## src/rtl/spi_memory_pkg.sv

```systemverilog
// Shared definitions for the SPI-addressed byte memory: default sizes,
// control FSM state encoding and the read/write flag encoding.
package spi_memory_pkg;

  localparam int ADDR_WIDTH_DEF = 7;
  localparam int DATA_WIDTH_DEF = 8;

  typedef enum logic [2:0] {
    IDLE_ADDR   = 3'd0,
    LATCH       = 3'd1,
    READ_WAIT   = 3'd2,
    READ_LOAD   = 3'd3,
    READ_SHIFT  = 3'd4,
    WRITE_GET   = 3'd5,
    WRITE_STORE = 3'd6,
    DONE        = 3'd7
  } state_e;

  localparam logic RW_READ  = 1'b1;
  localparam logic RW_WRITE = 1'b0;

endpackage

```

## src/rtl/spi_input_conditioner.sv

```systemverilog
// Per-pin conditioner: two-flop synchronizer, debounce counter and
// single-cycle edge pulses aligned with the conditioned level change.
module spi_input_conditioner #(
  parameter int   DEBOUNCE_WAIT = 3,
  parameter logic RESET_VAL     = 1'b0
) (
  input  logic clk,
  input  logic rst_n,
  input  logic pin_i,
  output logic level_o,
  output logic pos_o,
  output logic neg_o
);

  localparam int CW = (DEBOUNCE_WAIT < 2) ? 1 : $clog2(DEBOUNCE_WAIT + 1);

  logic          sync1_q, sync2_q;
  logic          level_q, pos_q, neg_q;
  logic [CW-1:0] cnt_q, cnt_d;
  logic          flip;

  // The counter tracks how long the synchronized value has disagreed with
  // the conditioned level; any agreement restarts it.
  always_comb begin
    flip  = 1'b0;
    cnt_d = '0;
    if (sync2_q != level_q) begin
      if (cnt_q == CW'(DEBOUNCE_WAIT - 1)) flip = 1'b1;
      else                                 cnt_d = cnt_q + CW'(1);
    end
  end

  always_ff @(posedge clk or negedge rst_n) begin
    if (!rst_n) begin
      sync1_q <= RESET_VAL;
      sync2_q <= RESET_VAL;
      level_q <= RESET_VAL;
      pos_q   <= 1'b0;
      neg_q   <= 1'b0;
      cnt_q   <= '0;
    end else begin
      sync1_q <= pin_i;
      sync2_q <= sync1_q;
      level_q <= level_q ^ flip;
      pos_q   <= flip & ~level_q;
      neg_q   <= flip & level_q;
      cnt_q   <= cnt_d;
    end
  end

  assign level_o = level_q;
  assign pos_o   = pos_q;
  assign neg_o   = neg_q;

endmodule

```

## src/rtl/spi_memory.sv

```systemverilog
// SPI-slave 128x8 memory: conditioned pins feed a control FSM, shift register
// and synchronous RAM. Optional macro FAULT_INJECT_EN corrupts bit 0 on writes.
module spi_memory
  import spi_memory_pkg::*;
#(
  parameter int ADDR_WIDTH    = ADDR_WIDTH_DEF,
  parameter int DATA_WIDTH    = DATA_WIDTH_DEF,
  parameter int DEBOUNCE_WAIT = 3
) (
  input  logic                  clk,
  input  logic                  rst_n,
  input  logic                  sclk_pin,
  input  logic                  cs_pin,
  input  logic                  mosi_pin,
  input  logic                  faultinjector_pin,
  output logic                  miso_pin,
  output logic [DATA_WIDTH-1:0] leds
);

  localparam int CNT_W = $clog2(DATA_WIDTH + 1);

  logic sclk_lvl, sclk_pos, sclk_neg;
  logic cs_lvl, cs_pos, cs_neg;
  logic mosi_lvl, mosi_pos, mosi_neg;

  spi_input_conditioner #(.DEBOUNCE_WAIT(DEBOUNCE_WAIT), .RESET_VAL(1'b0)) u_sclk (
    .clk(clk), .rst_n(rst_n), .pin_i(sclk_pin),
    .level_o(sclk_lvl), .pos_o(sclk_pos), .neg_o(sclk_neg)
  );

  spi_input_conditioner #(.DEBOUNCE_WAIT(DEBOUNCE_WAIT), .RESET_VAL(1'b1)) u_cs (
    .clk(clk), .rst_n(rst_n), .pin_i(cs_pin),
    .level_o(cs_lvl), .pos_o(cs_pos), .neg_o(cs_neg)
  );

  spi_input_conditioner #(.DEBOUNCE_WAIT(DEBOUNCE_WAIT), .RESET_VAL(1'b0)) u_mosi (
    .clk(clk), .rst_n(rst_n), .pin_i(mosi_pin),
    .level_o(mosi_lvl), .pos_o(mosi_pos), .neg_o(mosi_neg)
  );

  state_e                  state_q, state_d;
  logic [CNT_W-1:0]        cnt_q, cnt_d;
  logic [DATA_WIDTH-1:0]   sr_q;
  logic [ADDR_WIDTH-1:0]   addr_q;
  logic                    miso_q;
  logic [DATA_WIDTH-1:0]   leds_q;
  logic [DATA_WIDTH-1:0]   rdata_q;
  logic [DATA_WIDTH-1:0]   wdata;
  logic [DATA_WIDTH-1:0]   mem_q [2**ADDR_WIDTH];
  logic                    sr_we, addr_we, mem_we, miso_en;

`ifdef FAULT_INJECT_EN
  assign wdata = sr_q ^ {{(DATA_WIDTH-1){1'b0}}, faultinjector_pin};
  logic unused_pins;
  assign unused_pins = ^{sclk_lvl, cs_pos, cs_neg, mosi_pos, mosi_neg};
`else
  assign wdata = sr_q;
  logic unused_pins;
  assign unused_pins = ^{sclk_lvl, cs_pos, cs_neg, mosi_pos, mosi_neg, faultinjector_pin};
`endif

  always_comb begin
    state_d = state_q;
    cnt_d   = cnt_q;
    sr_we   = 1'b0;
    addr_we = 1'b0;
    mem_we  = 1'b0;
    miso_en = 1'b0;
    unique case (state_q)
      IDLE_ADDR: begin
        if (sclk_pos) begin
          if (cnt_q == CNT_W'(DATA_WIDTH - 1)) begin
            state_d = LATCH;
            cnt_d   = '0;
          end else begin
            cnt_d = cnt_q + CNT_W'(1);
          end
        end
      end
      LATCH: begin
        addr_we = 1'b1;
        state_d = (sr_q[0] == RW_READ) ? READ_WAIT : WRITE_GET;
      end
      READ_WAIT: state_d = READ_LOAD;
      READ_LOAD: begin
        sr_we   = 1'b1;
        state_d = READ_SHIFT;
      end
      READ_SHIFT: begin
        miso_en = 1'b1;
        if (sclk_pos) begin
          if (cnt_q == CNT_W'(DATA_WIDTH - 1)) begin
            state_d = DONE;
            cnt_d   = '0;
          end else begin
            cnt_d = cnt_q + CNT_W'(1);
          end
        end
      end
      WRITE_GET: begin
        if (sclk_pos) begin
          if (cnt_q == CNT_W'(DATA_WIDTH - 1)) begin
            state_d = WRITE_STORE;
            cnt_d   = '0;
          end else begin
            cnt_d = cnt_q + CNT_W'(1);
          end
        end
      end
      WRITE_STORE: begin
        mem_we  = 1'b1;
        state_d = DONE;
      end
      DONE:    state_d = DONE;
      default: state_d = IDLE_ADDR;
    endcase
    // Deselect overrides everything, so a partial frame never writes.
    if (cs_lvl) begin
      state_d = IDLE_ADDR;
      cnt_d   = '0;
      mem_we  = 1'b0;
    end
  end

  always_ff @(posedge clk or negedge rst_n) begin
    if (!rst_n) begin
      state_q <= IDLE_ADDR;
      cnt_q   <= '0;
      sr_q    <= '0;
      addr_q  <= '0;
      miso_q  <= 1'b0;
      leds_q  <= '0;
    end else begin
      state_q <= state_d;
      cnt_q   <= cnt_d;
      if (sr_we)         sr_q <= rdata_q;
      else if (sclk_pos) sr_q <= {sr_q[DATA_WIDTH-2:0], mosi_lvl};
      if (addr_we)       addr_q <= sr_q[ADDR_WIDTH:1];
      if (sclk_neg && miso_en) miso_q <= sr_q[DATA_WIDTH-1];
      if (mem_we)        leds_q <= wdata;
    end
  end

  // Contents are deliberately not reset; read data lags the address by one cycle.
  always_ff @(posedge clk) begin
    if (mem_we) mem_q[addr_q] <= wdata;
    rdata_q <= mem_q[addr_q];
  end

  assign miso_pin = miso_q;
  assign leds     = leds_q;

endmodule

```

## config.mk

```make
export PLATFORM = sky130hd
export DESIGN_NAME = spi_memory
export DESIGN_NICKNAME = d
export VERILOG_FILES = /design/src/rtl/spi_memory_pkg.sv /design/src/rtl/spi_input_conditioner.sv /design/src/rtl/spi_memory.sv
export SDC_FILE = /design/constraint.sdc
export NUM_CORES = 1
export LEC_CHECK = 0
export ABC_AREA = 1
export CAP_MARGIN = 20
export CORE_ASPECT_RATIO = 0.8
export CORE_MARGIN = 4
export CORE_UTILIZATION = 30
export DETAILED_ROUTE_END_ITERATION = 10
export GPL_TIMING_DRIVEN = 0
export PLACE_DENSITY = 0.51
export SYNTH_ARGS = -nofsm -noshare
export SYNTH_HDL_FRONTEND = slang
export SYNTH_SLANG_ARGS = --single-unit
```

## constraint.sdc

```tcl
create_clock -name clk -period 3.5 [get_ports clk]
set_input_delay 0.525 -clock clk [delete_from_list [all_inputs] [get_ports clk]]
set_output_delay 0.525 -clock clk [all_outputs]
set_load 0.03 [all_outputs]
```

==> results of run 1 <==
==> worst paths after layout <==
kind                                          startpoint                  endpoint  slack, ns  depth (start not counted)
worst min register to register  u_sclk.sync1_q$_DFF_PN0_  u_sclk.sync2_q$_DFF_PN0_       0.35                          0
worst min-delay path                              cs_pin    u_cs.sync1_q$_DFF_PN1_       0.19                          1
worst max register to register     addr_q[0]$_DFFE_PN0N_   mem_q[104][2]$_DFFE_PP_      -0.04                          6
worst max-delay path               addr_q[0]$_DFFE_PN0N_   mem_q[104][2]$_DFFE_PP_      -0.04                          6
max in group asynchronous                          rst_n    u_cs.sync1_q$_DFF_PN1_       2.72                          3
min in group asynchronous                          rst_n      cnt_q[3]$_DFFE_PN0P_       0.21                          2
==> flip-flops by register name, indices dropped and copies added, names as in the netlist, 2 cells and up, named ones only <==
register and cells:
cnt_q 4, leds 8, mem_q 1024, addr_q 7
rdata_q 8, sr_q 8, u_sclk.cnt_q 2, u_mosi.cnt_q 2
state_q 3, u_cs.cnt_q 2
==> routing by layer <==
metal	global-route usage [%]	share of wire, %
met5	0.479	0.076
met4	4.89	2.8
met3	4.89	9.1
met2	25.1	41
met1	26.4	47
==> area by class of cell <==
class	instances	area [µm²]	area share, %
Sequential cell	1080	32100	60.8
Multi-Input combinational cell	3174	12400	23.5
Clock buffer	140	3000	5.67
Tap cell	1999	2500	4.73
Buffer	219	1000	1.89
Clock inverter	69	832	1.57
Timing Repair Buffer	36	581	1.10
Inverter	95	359	0.680
Antenna cell	1	2.50	0.00474
==> cell families (layout without fill, tap and decap cells) <==
logic type	Yosys count	in the layout	synth area share, %
flops	1080	1080	70.4
xor+xnor	4	4	0.0768
buf+inv	316	559	2.97
other cells	0	1	0
simple gates	3115	3115	25.9
fa+ha+maj	1	1	0.0274
compound gates	54	54	0.688
==> where the power goes <==
part | internal, mW | leakage (nW) | switching, mW
Combinational | 3.48 | 9.65 | 11.4
Clock | 7.21 | 1.87 | 5.29
Sequential | 15.9 | 10.0 | 0.836
Total | 26.5 | 21.6 | 17.5
==> critical path, cell delays in order, from the launching register on <==
cell     delay, ns
dfrtp_1       0.36
buf_4         0.18
inv_4         0.18
buf_2         0.62
nand3_1       0.61
buf_2         0.49
nor2_1        0.69
==> metrics by stage <==
stage	setup slack, ns	TNS [ns]	std cells
after floorplan	1.02	0	4570
after global placement	-1.82	-1924.54	6582
after detailed placement	-0.962	-426.60	6598
after CTS	-0.221	-22.92	6807
after global routing	-0.0768	-1.02	6813
final	-0.0427	-0.234	6813
==> placed cells by master (no fill, tap or decap), types with 3 or more instances in the layout <==
cell type / count
a21oi_1: 12
a31oi_1: 3
buf_1: 17
buf_12: 4
buf_16: 9
buf_2: 124
buf_4: 3
bufinv_16: 15
clkbuf_1: 91
clkbuf_16: 111
clkbuf_8: 16
clkdlybuf4s50_1: 12
clkinv_1: 15
clkinv_2: 26
clkinvlp_4: 6
dfrtp_1: 37
dfrtp_4: 8
dfstp_2: 3
dfxtp_1: 8
edfxtp_1: 1024
inv_1: 91
inv_16: 3
nand2_1: 2802
nand3_1: 39
nand3_2: 6
nor2_1: 172
nor2_2: 64
nor2_4: 7
nor3_1: 8
o21ai_0: 27
o221ai_1: 7
or2_2: 11
xnor2_1: 3
==> what timing repair did <==
action | CTS | global route
gates cloned | 0 | 0
resized for setup | 59 | 27
hold endpoints to repair | 46 | 0
setup endpoints to repair | 957 | 364
hold buffers | 1 | 0
pin swaps | 0 | 0
==> results by group, run 1 <==
Critical path
  – CP Data Required Time: 3.86 ns
  – Crit path DAT: 3.90 ns
  – Setup crit start kind: flip-flop
  – Crit path max fanout: 19
  – Setup Crit Path Kind: flip-flop to flip-flop
  – Setup crit end kind: flip-flop

STA
  – Post-route setup slack: -0.0427 ns
  – Setup violators final: 8
  – Final Cycle Share: 101%
  – Slew @ Worst Pin: 1.29 ns
  – Max transition margin: 14.1%
  – Hold_ws: 0.185 ns
  – Skew final: 0.0372 ns
  – RSZ-0062 raised after global routing: yes
  – Period minus WS final: 3.54 ns
  – Final Hold Vio Count: 0
  – Fin. max-slew vios: 0
  – Max Clock Freq: 282 MHz

Routing
  – Via density: 4.66
  – Post-route ant nets: 0
  – Post-route DRC violation count: 0
  – Iter 0 DRT Violations: 3,396
  – Wire per inst: 20.9 µm
  – WL final: 143,000 µm
  – First-pass detailed-route iteration total: 5
  – DR vias: 31.8k

Die
  – Site Rows: 127
  – Total die area: 158,000 µm²
  – # IOs: 15
  – Die X: 444 µm
  – Initial Utilization: 30.3%
  – Die height: 357 µm
  – Core box area: 150,000 µm²

Synth
  – Synth Flop Type: edfxtp_1
  – Largest area contributor in the netlist: edfxtp_1
  – Post-synth top cells: 2,802 x nand2_1, 1,024 x edfxtp_1, 241 x nor2_1, 123 x buf_2, 91 x inv_1
  – Most frequent cell after synthesis: nand2_1
  – Mapped Area: 45,600 µm²
  – Synth async-reset ratio: 4.44%
  – Yosys top cell area share: 67.4%
  – Syn Inst Count: 4,570
  – Number of synthesized register bits: 1,080
  – Top cells by area, synth: edfxtp_1 67%, nand2_1 23%, dfrtp_1 2.5%
  – Post-synthesis sequential area ratio: 70.4%
  – Number of flops mapped to enable cells by yosys: 1,024
  – Syn Area/Cell: 9.99 µm²
  – Syn nets: 4,577
  – Yosys cell types: 34
  – Synth warn: 0

Clock tree
  – Setup bufs post-CTS: 0
  – TritonCTS buffer count: 110
  – CTS Root Buffer Type: clkbuf_16
  – H-tree Lvls: 3
  – Clock slew at reported path FFs: 0.06 ns
  – Clock sinks: 1,080
  – Clock latency on the worst-skew pair: 0.76 ns
  – Longest Clk Path Bufs: 3
  – TritonCTS clock tree: done

GRT
  – Global-route wire length before repair: 205,000 µm
  – Largest net degree at the start of global routing: 74
  – Initial antenna violation count: 7
  – Vias in the first global route: 29.6k
  – GRT Util Overall: 17.7%
  – Grt ovf: 0

Cells and area
  – Area growth, synth to finish: 15.8%
  – Nets: 4,723
  – Post-layout util: 35.1%
  – Post-route cell area: 52,800 µm²
  – FILL cells: 15.1k
  – Layout cell share with drive strength beyond 1: 9.02%

Worst hold path
  – Min-Delay Path Class: input port to flip-flop

Placement
  – Placed wire-length estimate: 96,100 µm
  – Final Wtd Congestion: 0.931
  – Placed Area: 48,700 µm²
  – Port buffer count: 13

Outcome
  – Failing checks: negative setup slack
  – Status: finished with violations

Pwr
  – Tot Pwr: 44.1 mW
  – Max VDD drop: 0.000454 V
  – Leakage: 21.6 nW
  – Power Density: 834 nW/µm²

Job
  – Maxcap violations: 0
Note: power is estimated with default switching activity, not from simulation.
==> run 2, diff against run 1 <==
--- a/config.mk
+++ b/config.mk
@@ -12,7 +12,7 @@
 export CORE_UTILIZATION = 30
 export DETAILED_ROUTE_END_ITERATION = 10
 export GPL_TIMING_DRIVEN = 0
-export PLACE_DENSITY = 0.51
+export PLACE_DENSITY = 0.42
 export SYNTH_ARGS = -nofsm -noshare
 export SYNTH_HDL_FRONTEND = slang
 export SYNTH_SLANG_ARGS = --single-unit
==> run 2 against run 1 <==
  * Register-to-register slack better by 0.05 ns
  * Clock power about the same
  * Die area unchanged
  * Cell count up 0.43%
  * Global-route usage up 1.5 points
  * Largest cell class unchanged
  * Hold slack better by 0.033 ns
  * Clock-buffer cell count up 14
  * First-iteration DRC count down 16%
  * Non-clock buffer count up 16
  * Highest routed layer is now met4
  * Cell area up 0.28%
  * The run now ends clean
  * Power up 0.57%
  * Maximum frequency up 1.5%
==> results by group, run 2 (synthesized netlist as in run 1, its figures left out) <==
Critical path
  – CP Data Required Time: 3.87 ns (was 3.86 ns)
  – CP Cell Sequence: buf_2 > nand2_1 > inv_1 > nand3_2 > buf_2 > nor2_2 (was buf_4 > inv_4 > buf_2 > nand3_1 > buf_2 > nor2_1)
  – Setup Crit Path Kind: flip-flop to flip-flop (unchanged)
  – Crit-path max cell delay: 0.62 ns (was 0.69 ns)
  – Worst path top cell family by delay: simple AND/OR/NAND/NOR gates (was buffers and inverters)
  – Crit path DAT: 3.86 ns (was 3.90 ns)
  – Slowest library cell on the worst path: nor2_2 (was nor2_1)
  – Crit path max fanout: 10 (was 19)
  – Top cell by count, worst path: buf_2 (unchanged)
  – Worst path bufs/invs: 3 (was 4)
  – Setup crit start kind: flip-flop (unchanged)
  – Setup crit end kind: flip-flop (unchanged)

Cells and area
  – Area growth, synth to finish: 16.1% (was 15.8%)
  – Commonest cells after routing, fill and taps aside: 2,802 x nand2_1, 1,024 x edfxtp_1, 165 x nor2_1 (was 2,802 x nand2_1, 1,024 x edfxtp_1, 172 x nor2_1)
  – Finished Layout Cells: 6,842 (was 6,813)
  – Max reg flops: 1,024 (unchanged)
  – Nets: 4,744 (was 4,723)
  – Commonest non-fill, non-tap cell in the layout: nand2_1 (unchanged)
  – Layout cell share with drive strength beyond 1: 9.20% (was 9.02%)
  – Top reg by flops: mem_q (unchanged)

Placement
  – Placed wire-length estimate: 104,000 µm (was 96,100 µm)
  – Final Wtd Congestion: 0.927 (was 0.931)
  – Port buffer count: 13 (unchanged)
  – Placed insts: 6,607 (was 6,598)

Clock tree
  – TritonCTS buffer count: 115 (was 110)
  – Clock sinks: 1,080 (unchanged)
  – Longest Clk Path Bufs: 3 (unchanged)
  – TritonCTS clock tree: done (unchanged)
  – H-tree Lvls: 3 (unchanged)
  – Clock latency on the worst-skew pair: 0.75 ns (was 0.76 ns)
  – Clock slew at reported path FFs: 0.06 ns (about the same)
  – CTS Root Buffer Type: clkbuf_16 (unchanged)

STA
  – Final Hold Vio Count: 0 (unchanged)
  – Final Cycle Share: 99.7% (was 101%)
  – Period minus WS final: 3.49 ns (was 3.54 ns)
  – Setup violators final: 0 (was 8)
  – RSZ-0062 raised after global routing: no (was yes)
  – Post-Route Setup TNS: 0 ns (was -0.234 ns)
  – Skew final: 0.0226 ns (was 0.0372 ns)
  – Slew @ Worst Pin: 1.11 ns (was 1.29 ns)
  – Fin. max-slew vios: 0 (unchanged)
  – Max transition margin: 26.2% (was 14.1%)
  – Max Clock Freq: 286 MHz (was 282 MHz)

Routing
  – Top Layer Used: met4 (was met5)
  – Wire per inst: 22.5 µm (was 20.9 µm)
  – WL final: 154,000 µm (was 143,000 µm)
  – DR vias: 31.7k (was 31.8k)
  – Met1 Wirelength: 75,900 µm (was 67,400 µm)
  – Via density: 4.63 (was 4.66)
  – Iter 0 DRT Violations: 2,851 (was 3,396)
  – Met3 WL post-DR: 9770 µm (was 13,000 µm)
  – Post-route ant nets: 0 (unchanged)
  – First-pass detailed-route iteration total: 6 (was 5)
  – Routed wl met2: 64,000 µm (was 58,300 µm)
  – Post-route DRC violation count: 0 (unchanged)

GRT
  – Vias in the first global route: 30.2k (was 29.6k)
  – GRT Util Overall: 19.2% (was 17.7%)
  – Grt ovf: 0 (unchanged)
  – Initial antenna violation count: 10 (was 7)
  – Largest net degree at the start of global routing: 88 (was 74)
  – Global-route wire length before repair: 220,000 µm (was 205,000 µm)

Die
  – Die X: 444 µm (unchanged)
  – Die height: 357 µm (unchanged)
  – Core box area: 150,000 µm² (unchanged)
  – Total die area: 158,000 µm² (unchanged)
  – Site Rows: 127 (unchanged)
  – # IOs: 15 (unchanged)
  – Initial Utilization: 30.3% (unchanged)

Outcome
  – Status: finished, final reports clean (was finished with violations)

Pwr
  – Tot Pwr: 44.3 mW (was 44.1 mW)
  – Power Density: 836 nW/µm² (was 834 nW/µm²)
  – Leakage: 21.6 nW (about the same)
  – Max VDD drop: 0.000450 V (was 0.000454 V)

Job
  – Maxcap violations: 0 (unchanged)

Worst hold path
  – Min-Delay Path Class: input port to flip-flop (unchanged)
run 2: power by group:
group	switching (mW)	total [mW]	internal (mW)
combinational	12.0	15.5	3.53
sequential	0.687	16.5	15.9
clock	5.30	12.3	6.96
total	18.0	44.3	26.4
run 2: final cells by class:
| class | instances | area, µm² |
|---|---|---|
| Inverter | 95 | 359 |
| Antenna cell | 7 | 17.5 |
| Buffer | 218 | 992 |
| Clock inverter | 62 | 488 |
| Fill cell | 15200 | 97500 |
| Timing Repair Buffer | 53 | 807 |
| Clock buffer | 154 | 3230 |
| Tap cell | 1999 | 2500 |
| Multi-Input combinational cell | 3174 | 12500 |
| Sequential cell | 1080 | 32100 |
run 2: per-layer routing:
layer | GRT usage [%] | up-vias
li1 | - | 15100
met1 | 29.2 | 15500
met2 | 28.1 | 865
met3 | 3.36 | 217
met4 | 5.49 | 0
met5 | 0 | -
run 2: worst paths after layout:
check,slack (ns),end,depth (start not counted),from
max,0.009,mem_q[47][0]$_DFFE_PP_,6,addr_q[1]$_DFFE_PN0N_
min,0.22,u_mosi.sync1_q$_DFF_PN0_,1,mosi_pin
max reg2reg,0.009,mem_q[47][0]$_DFFE_PP_,6,addr_q[1]$_DFFE_PN0N_
min reg2reg,0.37,u_mosi.sync2_q$_DFF_PN0_,0,u_mosi.sync1_q$_DFF_PN0_
max in group asynchronous,2.56,u_cs.sync1_q$_DFF_PN1_,3,rst_n
min in group asynchronous,0.31,sr_q[0]$_DFFE_PN0P_,2,rst_n
run 2: per-stage QoR:
| stage | utilization (%) | instance area, µm² | worst slack (ns) | hold WS (ns) |
|---|---|---|---|---|
| global placement | 32.1 | 48300 | -2.15 | 0.374 |
| finish | 35.2 | 53000 | 0.00905 | 0.218 |
| floorplan | - | 45600 | 1.02 | 0.229 |
| detailed placement | 32.4 | 48800 | -1.07 | 0.360 |
| CTS | 35.1 | 52800 | -0.101 | 0.161 |
| global route | 35.2 | 53000 | 0.00498 | 0.193 |
run 2: repair_timing:
action | 4_1_cts | 5_1_grt
setup endpoints to repair | 959 | 248
resized for setup | 79 | 17
setup buffers | 2 | 3
hold buffers | 1 | 0
pin swaps | 1 | 0
endpoints found under the hold margin | 21 | 0
